### src/rtl/otter_intr_ctrl.sv
// OTTER MMIO interrupt controller: per-source enable, edge/level mode,
// fixed priority, claim/EOI. Optional input synchroniser: OTTER_INTR_SYNC_EN.
module otter_intr_ctrl #(
  parameter int          NUM_SRC   = 8,
  parameter logic [31:0] BASE_ADDR = 32'h1100_0100
) (
  input  logic               CLK,
  input  logic               RESET,
  input  logic [NUM_SRC-1:0] SRC,
  input  logic [31:0]        IO_ADDR,
  input  logic [31:0]        IO_WDATA,
  input  logic               IO_WR,
  output logic [31:0]        RD_DATA,
  input  logic               INT_ACK,
  output logic               INTR,
  output logic [4:0]         INT_ID
);

  logic [NUM_SRC-1:0] s;
  logic [NUM_SRC-1:0] prev;
  logic [NUM_SRC-1:0] edge_pend;
  logic [NUM_SRC-1:0] edge_next;
  logic [NUM_SRC-1:0] enable;
  logic [NUM_SRC-1:0] mode;
  logic [NUM_SRC-1:0] mode_next;
  logic [NUM_SRC-1:0] pending;
  logic [NUM_SRC-1:0] req;
  logic [NUM_SRC-1:0] clr;
  logic [NUM_SRC-1:0] wdata;
  logic [4:0]         winner;
  logic [4:0]         off;
  logic               in_win;
  logic               sel_pend;
  logic               sel_en;
  logic               sel_mode;
  logic               sel_claim;
  logic               ack_ok;
  logic               eoi;
  logic               in_service;
  logic               intr;
  logic [4:0]         int_id;
  logic               unused_wdata;

`ifdef OTTER_INTR_SYNC_EN
  logic [NUM_SRC-1:0] sync1;
  logic [NUM_SRC-1:0] sync2;

  always_ff @(posedge CLK) begin
    if (RESET) begin
      sync1 <= '0;
      sync2 <= '0;
    end else begin
      sync1 <= SRC;
      sync2 <= sync1;
    end
  end

  assign s = sync2;
`else
  assign s = SRC;
`endif

  assign unused_wdata = ^IO_WDATA;
  assign wdata = IO_WDATA[NUM_SRC-1:0];

  assign off       = IO_ADDR[4:0];
  assign in_win    = IO_ADDR[31:5] == BASE_ADDR[31:5];
  assign sel_pend  = in_win && off == 5'h00;
  assign sel_en    = in_win && off == 5'h04;
  assign sel_mode  = in_win && off == 5'h08;
  assign sel_claim = in_win && off == 5'h0C;

  assign pending = (mode & edge_pend) | (~mode & s);
  assign req     = pending & enable;
  assign ack_ok  = INT_ACK & intr;
  assign eoi     = IO_WR & sel_claim;

  always_comb begin
    winner = '0;
    for (int i = NUM_SRC - 1; i >= 0; i--)
      if (req[i]) winner = 5'(i);
  end

  // Edge bits survive only while the (new) mode is edge; set beats clear.
  always_comb begin
    clr = (IO_WR && sel_pend) ? wdata : '0;
    for (int i = 0; i < NUM_SRC; i++)
      if (ack_ok && winner == 5'(i)) clr[i] = 1'b1;
    mode_next = (IO_WR && sel_mode) ? wdata : mode;
    edge_next = mode_next & ((s & ~prev) | (edge_pend & ~clr));
  end

  always_ff @(posedge CLK) begin
    if (RESET) begin
      prev       <= '0;
      edge_pend  <= '0;
      enable     <= '0;
      mode       <= '0;
      in_service <= 1'b0;
      intr       <= 1'b0;
      int_id     <= '0;
    end else begin
      prev      <= s;
      edge_pend <= edge_next;
      mode      <= mode_next;
      if (IO_WR && sel_en) enable <= wdata;
      intr <= (|req) & ~in_service & ~INT_ACK;
      if (ack_ok) begin
        in_service <= 1'b1;
        int_id     <= winner;
      end else if (eoi) begin
        in_service <= 1'b0;
      end
    end
  end

  always_comb begin
    RD_DATA = '0;
    unique case (1'b1)
      sel_pend:  RD_DATA[NUM_SRC-1:0] = pending;
      sel_en:    RD_DATA[NUM_SRC-1:0] = enable;
      sel_mode:  RD_DATA[NUM_SRC-1:0] = mode;
      sel_claim: RD_DATA = {in_service, 26'b0, int_id};
      default:   RD_DATA = '0;
    endcase
  end

  assign INTR   = intr;
  assign INT_ID = int_id;

endmodule

### config.mk
export PLATFORM = sky130hd
export DESIGN_NAME = otter_intr_ctrl
export DESIGN_NICKNAME = d
export VERILOG_FILES = /design/src/rtl/otter_intr_ctrl.sv
export SDC_FILE = /design/constraint.sdc
export NUM_CORES = 1
export LEC_CHECK = 0
export ABC_CLOCK_PERIOD_IN_PS = 2700
export CAP_MARGIN = 20
export CELL_PAD_IN_SITES_DETAIL_PLACEMENT = 0
export CELL_PAD_IN_SITES_GLOBAL_PLACEMENT = 1
export CORE_MARGIN = 5
export CORE_UTILIZATION = 26
export CTS_BUF_LIST = sky130_fd_sc_hd__clkbuf_4
export DETAILED_ROUTE_END_ITERATION = 12
export GPL_TIMING_DRIVEN = 0
export PLACE_DENSITY = 0.88
export SYNTH_ARGS = -nofsm -noshare
export SYNTH_HDL_FRONTEND = slang
export SYNTH_SLANG_ARGS = --single-unit
### constraint.sdc
create_clock -name CLK -period 2.7 [get_ports CLK]
set_input_delay 0.675 -clock CLK [delete_from_list [all_inputs] [get_ports CLK]]
set_output_delay 0.675 -clock CLK [all_outputs]
set_load 0.02 [all_outputs]
==> out/summary.txt, run 1 <==
Status: complete, but fails checks
Violated checks: negative setup slack
Effective utilization at floorplan: 0.264
Final setup viols: 8
Via-per-instance ratio: 4.93
Leak: 1.37 nW
Placed insts: 467
Clk network pwr share: 0.252
First-pass GRT wire length: 11,900 µm
Cells after Synth: 273
Area share of the largest cell type after synthesis: 0.323
Synth area leaders: dfxtp_1 (32%), buf_4 (8.2%), mux2i_1 (3.9%)
Final cycle utilization of the critical path: 1.02
Post-route setup slack: -0.0459 ns
Max-Slew Margin vs Limit: 0.382
Die W: 104 µm
Final core utilization: 0.394
Max-Cap Viols: 0
Least-Margin Pin Slew: 0.919 ns
Inserted Diodes: 0
Total CTS buffers: 5
Crit end category: output pin
Site Rows: 34
Routability cong.: 0.842
Initial DRC Count: 205
CTS tree: done
Hold Fails Final Rpt: 0
Post-DRT Antenna Nets: 0
Post-Layout Cell Count: 481
Worst Path Max Fanout: 6
Total core area: 8680 µm²
FFs w/ async S/R, synth: 0
Top_reg_cell synth: dfxtp_1
Type of the worst min-delay path: reg -> reg
Clk buf depth: 2
Logic pwr share: 0.218
Setup TNS: -0.200 ns
CP Data Required Time: 2.03 ns
Distinct cells, synth: 46
Synth warn: 0
Clk_lat worst skew: 0.34 ns
Internal power: 0.754 mW
Vias in the first global route: 2,479
Total number of vias: 2,373
Nets@finish: 450
Clock tree sinks: 37
Max Slew Vio Count: 0
WL final: 7320 µm
Cell taking the most area after synthesis: dfxtp_1
Pre-antenna DRT Iters: 4
Post-synth EDFFs: 0
Detailed Place HPWL: 5500 µm
Setup CP Type: in -> out
Layout Area Growth over Synthesis: 49.1%
Sw power: 0.289 mW
Syn avg cell area: 8.40 µm²
CTS root buffer: clkbuf_4
Clk pin slew, worst setup/hold paths: 0.10 ns
IO buf count: 62
P per Cell Area: 305 nW/µm²
Seq pwr share: 0.530
Synthesized flop and latch total: 37
Worst VDD drop: 0.000109 V
Sw Ratio: 0.277
Crit path time final: 2.75 ns
CP Launch Type: primary input
RSZ-0062 raised after global routing: yes
Count leader, synth: dfxtp_1
GRT Total Usage: 0.133
Clk_skew: 0.00349 ns
Sequential share of the synthesized area: 0.323
Post-synthesis cell area: 2290 µm²
Layout cells sized above 1: 0.239
Crit path DAT: 2.07 ns
Total grt overflow: 0
Commonest cells post-synth: dfxtp_1 (37), buf_4 (25), nor2_1 (22)
DR DRC count: 0
IO Pins: 114
H-Tree Depth: 2
Die H: 104 µm
Largest net degree at the start of global routing: 11
Max Fclk: 364 MHz
Mean routed wirelength per cell: 15.2 µm
Die area: 10,800 µm²
Initial antenna violation count: 0
## final cells by class
class	count	area, µm²
clock inverters	1	5.00
flip-flops and latches	37	741
plain buffers	35	244
well taps	108	135
inverters	19	71.3
repair buffers	70	673
clock buffers	5	37.5
multi-input cells	206	1510
fillers	932	5260
## power groups by stage
stage,logic (mW),clock network [mW],registers (mW)
floorplan,0.121,0,0.565
global placement,0.221,0,0.566
detailed placement,0.224,0,0.566
CTS,0.222,0.276,0.553
global route,0.245,0.304,0.554
finish,0.227,0.263,0.553
## per-stage QoR
stage / hold WS, ns / worst slack (ns) / instance area, µm² / power, mW
2_1_floorplan: 0.457 / 0.0298 / 2420 / 0.686
3_3_place_gp: 0.471 / -1.11 / 3180 / 0.787
3_5_place_dp: 0.472 / -1.13 / 3190 / 0.789
4_1_cts: 0.487 / -0.0651 / 3370 / 1.05
5_1_grt: 0.507 / -0.125 / 3420 / 1.10
6_report: 0.478 / -0.0459 / 3420 / 1.04
## logic make-up (layout without fill, tap and decap cells)
family,count (synthesis),count (layout),share of synthesized area
other cells,1,25,0.00164
simple gates,96,96,0.237
buf+inv,54,130,0.133
flops,37,37,0.323
mux,20,20,0.113
compound gates,65,65,0.193
## sequential cells by signal, summed over array words and instances, names as in the netlist
signal,count
prev,8
INTR,1
in_service,1
edge_pend,8
mode,8
INT_ID,3
enable,8
## worst max-delay path: stages
cell and delay, ns:
clkbuf_2 0.08, or4_4 0.55, nor3_4 0.21, nand3_4 0.15, buf_12 0.18, nor2b_4 0.10
buf_6 0.12
## routing by layer
layer  GRT usage  part of all wire
met1       0.160              0.40
met2       0.229              0.49
met3      0.0292             0.081
met4      0.0564             0.021
met5           0                 0
## timing repair
action                     in CTS  in global routing
hold buffers                    0                  0
pin swaps                      14                  8
buffers inserted                5                  3
hold endpoints to repair        0                  0
gates resized for setup       114                 11
setup endpoints to repair      32                  9
cloned                          0                  0
## cells in the final DEF (no fill, tap or decap), types with 4 or more instances in the layout
| cell | synthesis | layout |
|---|---|---|
| clkbuf_1 | 7 | 4 |
| nand2_1 | 7 | 7 |
| nor2b_1 | 11 | 8 |
| nand4_1 | 6 | 6 |
| clkbuf_4 | 0 | 5 |
| nor2_4 | 0 | 5 |
| a21oi_1 | 17 | 17 |
| o221ai_1 | 5 | 5 |
| buf_6 | 1 | 13 |
| o21ai_0 | 11 | 11 |
| nor2_1 | 22 | 17 |
| o32a_1 | 5 | 5 |
| buf_4 | 25 | 31 |
| clkdlybuf4s50_1 | 0 | 25 |
| dlygate4sd2_1 | 0 | 21 |
| conb_1 | 1 | 25 |
| nand2b_1 | 10 | 10 |
| mux2_2 | 7 | 4 |
| inv_1 | 19 | 19 |
| dfxtp_1 | 37 | 37 |
| mux2i_1 | 9 | 9 |
| clkbuf_2 | 0 | 4 |
| nand3_1 | 10 | 9 |
| a211oi_1 | 8 | 8 |
## worst paths after layout
kind	from	endpoint	slack, ns	cells after the start
setup / recovery	IO_ADDR[9]	RD_DATA[2]	-0.05	7
hold / removal	INT_ID[1]	INT_ID[1]	0.48	2
setup reg to reg	mode[1]	edge_pend[7]	0.68	5
hold reg to reg	INT_ID[1]	INT_ID[1]	0.48	2
Power figures use the tool's default switching activity.
==> run 2: changes to the inputs <==
HOLD_SLACK_MARGIN = 0.15   (was not set)
==> results of run 2 <==
Final layout, timing and power as in run 1 (identical DEF).
==> run 3: changes to the inputs <==
SETUP_SLACK_MARGIN = 0.3   (was not set)
==> run 3 against run 2 <==
The flow now finishes without violations; critical path depth unchanged; flip-flop and latch count unchanged; worst hold slack improved by 0.0073 ns; register-to-register slack got worse by 0.04 ns; clock skew increased by 0.011 ns.
==> out/summary.txt, run 3 (synthesis gave the netlist of run 1 again) <==
Routability cong.: 0.882
Largest net degree at the start of global routing: 12
Nets@finish: 449
Site Rows: 34
Crit path DAT: 2.01 ns
Max-Cap Viols: 0
Hold buffer count at cts: 0
Wire length on met2: 3750 µm
Internal power: 0.867 mW
Max Slew Vio Count: 0
Clk_lat worst skew: 0.35 ns
Wl on met1: 2940 µm
Post-DRT Antenna Nets: 0
Uppermost routed layer: met4
Total number of vias: 2,404
Clk network pwr share: 0.333
Critical Path Start: IO_ADDR[27]
Clk_skew: 0.0140 ns
Via-per-instance ratio: 4.99
Inserted Diodes: 0
Most common cell after layout, fill and taps aside: dfxtp_1
Worst VDD drop: 0.000249 V
Die H: 104 µm
WL final: 7350 µm
Commonest non-fill, non-tap cells in the layout: dfxtp_1 (37), buf_4 (29), conb_1 (25), clkdlybuf4s50_1 (25), dlygate4sd2_1 (23)
Logic pwr share: 0.195
Layout cells sized above 1: 0.251
Reg2reg path depth: 5
Total grt overflow: 0
Final core utilization: 0.403
Layout Area Growth over Synthesis: 52.3%
GRT Total Usage: 0.134
Hold Path Depth: 2
Pre-antenna DRT Iters: 4
Setup TNS: 0 ns
HP Start: INT_ID[1]
First-pass GRT wire length: 12,000 µm
Leak: 1.36 nW
Post-route setup slack: 0.0108 ns
Die W: 104 µm
Clk buf depth: 2
Hold Fails Final Rpt: 0
CP Launch Type: primary input
Worst-case hold slack: 0.485 ns
Least-Margin Pin Slew: 0.626 ns
IO Pins: 114
Initial DRC Count: 97
Setup CP Type: in -> out
CP Cell Sequence: dlygate4sd2_1, nor4b_4, and4_4, nand3_4, buf_12, nor2b_4, buf_6
Clock tree sinks: 37
Final cycle utilization of the critical path: 0.996
Final setup viols: 0
Placed instance area: 3200 µm²
Type of the worst min-delay path: reg -> reg
Crit end category: output pin
H-Tree Depth: 2
Post-Layout Cell Count: 482
Final Power: 1.17 mW
Total CTS buffers: 5
DR DRC count: 0
Total core area: 8680 µm²
Detailed Place HPWL: 5510 µm
Max-Slew Margin vs Limit: 0.583
Worst Path Max Fanout: 5
Vias in the first global route: 2,581
Clk pin slew, worst setup/hold paths: 0.10 ns
Worst slack at placement: -0.954 ns
Max Fclk: 372 MHz
CTS root buffer: clkbuf_4
Status: complete, no violations
Reg-to-Reg Start: mode[3]
Seq pwr share: 0.472
IO buf count: 62
P per Cell Area: 336 nW/µm²
RSZ-0062 raised after global routing: yes
Mean routed wirelength per cell: 15.2 µm
Setup crit end: RD_DATA[1]
Placed insts: 467
Initial antenna violation count: 0
Effective utilization at floorplan: 0.264
CTS tree: done
Crit path time final: 2.69 ns
Worst r2r dst: edge_pend[7]
Sw power: 0.306 mW
CP peak stage delay: 0.29 ns
Slowest library cell on the worst path: nor4b_4
Met3 WL: 559 µm
Final Instance Area: 3490 µm²
CP Data Required Time: 2.03 ns
R2r setup slk: 0.64 ns
Sw Ratio: 0.261
Die area: 10,800 µm²
-- run 3: timing repair --
item,CTS,global route
gates resized for setup,118,11
pin swaps,15,7
buffers inserted,7,0
setup endpoints to repair,33,28
gates cloned,0,0
-- run 3: how the worst min path moves through the flow --
stage | slack, ns | to
global placement | 0.47 | INT_ID[0]
CTS | 0.49 | INT_ID[1]
finish | 0.49 | INT_ID[1]
global route | 0.53 | INT_ID[1]
floorplan | 0.46 | in_service
detailed placement | 0.48 | INT_ID[1]
-- run 3: cell type report --
class | instances | area [µm²]
well taps | 108 | 135
repair buffers | 69 | 669
fillers | 939 | 5180
multi-input cells | 206 | 1550
clock inverters | 2 | 33.8
plain buffers | 35 | 244
inverters | 19 | 71.3
flip-flops and latches | 37 | 741
clock buffers | 6 | 45.0
-- run 3: power by group through the flow --
stage	combinational, mW	clock [mW]	sequential, mW
after global placement	0.222	0	0.566
after floorplan	0.122	0	0.565
after CTS	0.222	0.402	0.553
after detailed placement	0.225	0	0.566
final	0.228	0.391	0.553
after global routing	0.246	0.421	0.554
-- run 3: critical path: cells and delay by family --
kind | cells | cell delay (ns)
buffers and inverters | 3 | 0.55
and+or+nand+nor | 4 | 0.78
-- run 3: per-layer routing --
layer	GRT usage	vias up
met4	0.0537	0
met3	0.0403	10
met2	0.239	101
met5	0	-
met1	0.147	1141
li1	-	1152
==> RTL edit (settings of run 2) <==
Build with the macro `OTTER_INTR_SYNC_EN` defined.
--- a/src/rtl/otter_intr_ctrl.sv
+++ b/src/rtl/otter_intr_ctrl.sv
@@ -1,4 +1,6 @@
 // OTTER MMIO interrupt controller: per-source enable, edge/level mode,
 // fixed priority, claim/EOI. Optional input synchroniser: OTTER_INTR_SYNC_EN.
+`define OTTER_INTR_SYNC_EN
+
 module otter_intr_ctrl #(
   parameter int          NUM_SRC   = 8,
Formal check against the unedited RTL: not equivalent (a bounded check fails within 4 cycles, from zero or initial values and one cycle with RESET high).
==> RTL edit against run 2 <==
  * The flow still finishes with violations (negative setup slack)
  * Register-to-register slack lost 0.07 ns
  * Design area grew 15%
  * Clock skew grew 0.011 ns
  * Core utilization shrank 1.3 points
  * Total power grew 41%
  * Sequential cell count grew 16
  * Die area grew 17%
  * Non-clock buffer count grew 2
  * Wire length grew 11%
  * Area after synthesis grew 19%
  * Sequential power grew 45%
  * Sequential share of layout area grew 5.4 points
  * Setup slack gained 0.015 ns
  * Critical endpoint is now RD_DATA[0]
  * Global-route usage shrank 0.56 points
==> RTL edit: results <==
group,metric,value,unit
run_status,run_status,"finished with violations",
run_status,violated_checks,"negative setup slack",
cells_and_area,fin_cells,545,
cells_and_area,n_fill_cell,1037,
worst_hold_path,timing.hold.worst_path_depth,1,
global_routing,met2_grt_util,0.217,
cells_and_area,final_layout_size_suffix_gt1_frac,0.213,
synth,synth_seq_area_share,0.390,
global_routing,global_route_wire_length_before_repair,13.2,mm
global_routing,grt_pass1_vias,2607,
cells_and_area,post_layout_net_count,484,
place,placed_cell_area,3650,um2
power_and_ir_drop,total_leakage_power,1.51,nW
power_and_ir_drop,vdd_drop_max,0.167,mV
drt,wl_per_cell,15.0,um
synth,netlist.top_cell.by_area,"sky130_fd_sc_hd__dfxtp_1",
synth,synth.distinct_cells,46,
place,pre_cts_setup_slack,-1.17,ns
global_routing,use_met3,0.0361,
worst_hold_path,min-delay-start,"sync1[1]$_SDFF_PP0_",
worst_hold_path,whs_endpoint,"s[1]$_SDFF_PP0_",
power_and_ir_drop,cell_internal_pwr,0.00111,W
sta,max-slew-margin-rel,0.321,
synth,largest_cells_by_area_after_synthesis,"sky130_fd_sc_hd__dfxtp_1 39%, sky130_fd_sc_hd__buf_4 6.9%, sky130_fd_sc_hd__nor2b_1 6.2%",
clock_network,clkTransAtPathRegs,0.15,ns
synth,commonest_cells_in_the_synthesized_netlist,"53 x sky130_fd_sc_hd__dfxtp_1, 27 x sky130_fd_sc_hd__nor2b_1, 25 x sky130_fd_sc_hd__buf_4",
global_routing,grt_met1_use,0.164,
sta,finalSetupViolations,5,
global_routing,grt_start_max_net_pins,16,
global_routing,grt_overflow,0,
place,dp.final_hpwl,6.08,mm
drt,first_iter_violations,299,
critical_path,critPathCapture,"RD_DATA[0]",
drt,drt-vias-per-instance,4.75,
place,place_congestion,0.864,
clock_network,skew_pair_late_insertion_delay,0.37,ns
critical_path,worstReg2RegEnd,"edge_pend[6]$_SDFF_PP0_",
global_routing,antenna_violations_before_repair,0,
place,port-buffer-count,62,
place,placed_instance_count,529,
critical_path,startpoint,"IO_ADDR[13]",
critical_path,critical_path.reg2reg.startpoint,"mode[1]$_SDFF_PP0_",
synth,syn_avg_cell_area,8.86,um2
sta,final.setup.worst_slack,-0.0310,ns
critical_path,reg2reg_slack,0.61,ns
critical_path,ff2ff_path_depth,5,
global_routing,grtUsageTotal,0.128,
sta,finClkSkew,0.0142,ns
## RTL edit: cell type report
type / count / area share
Multi-Input combinational cell: 222 / 0.409
Sequential cell: 53 / 0.271
Timing Repair Buffer: 70 / 0.174
Buffer: 37 / 0.0642
Tap cell: 136 / 0.0435
Inverter: 19 / 0.0182
Clock buffer: 6 / 0.0115
Clock inverter: 2 / 0.00863
## RTL edit: per-stage QoR
stage               total power [W]  setup TNS [ns]   util  hold WS, ns
detailed placement          0.00104          -20.97  0.355        0.426
CTS                         0.00148          -0.245  0.378        0.444
floorplan                  0.000937               0      -        0.414
global placement            0.00104          -23.38  0.355        0.420
global route                0.00154          -0.568  0.381        0.461
finish                      0.00147          -0.111  0.381        0.439
## RTL edit: routing by layer
| layer | share of wire | wire [um] |
|---|---|---|
| met4 | 0.0075 | 61 |
| met3 | 0.096 | 782 |
| met2 | 0.47 | 3840 |
| met1 | 0.43 | 3470 |
| met5 | 0 | 0 |
## RTL edit: power groups by stage
stage | logic (W) | registers (W) | clock network [W]
3_5_place_dp | 0.000221 | 0.000819 | 0
5_1_grt | 0.000242 | 0.000804 | 0.000492
2_1_floorplan | 0.000120 | 0.000817 | 0
4_1_cts | 0.000221 | 0.000802 | 0.000460
3_3_place_gp | 0.000217 | 0.000819 | 0
6_report | 0.000224 | 0.000802 | 0.000443
## RTL edit: cells by family after synthesis
kind of cell,share of synthesized area
AO/OA/AOI/OAI,0.163
buffers and inverters,0.114
flip-flops,0.390
multiplexers,0.0952
other,0.00138
AND/OR/NAND/NOR,0.236
## RTL edit: repair_timing
action / CTS / global route
gates resized for setup: 117 / 3
setup endpoints to repair: 32 / 9
setup buffers: 6 / 2
pin swaps: 16 / 5
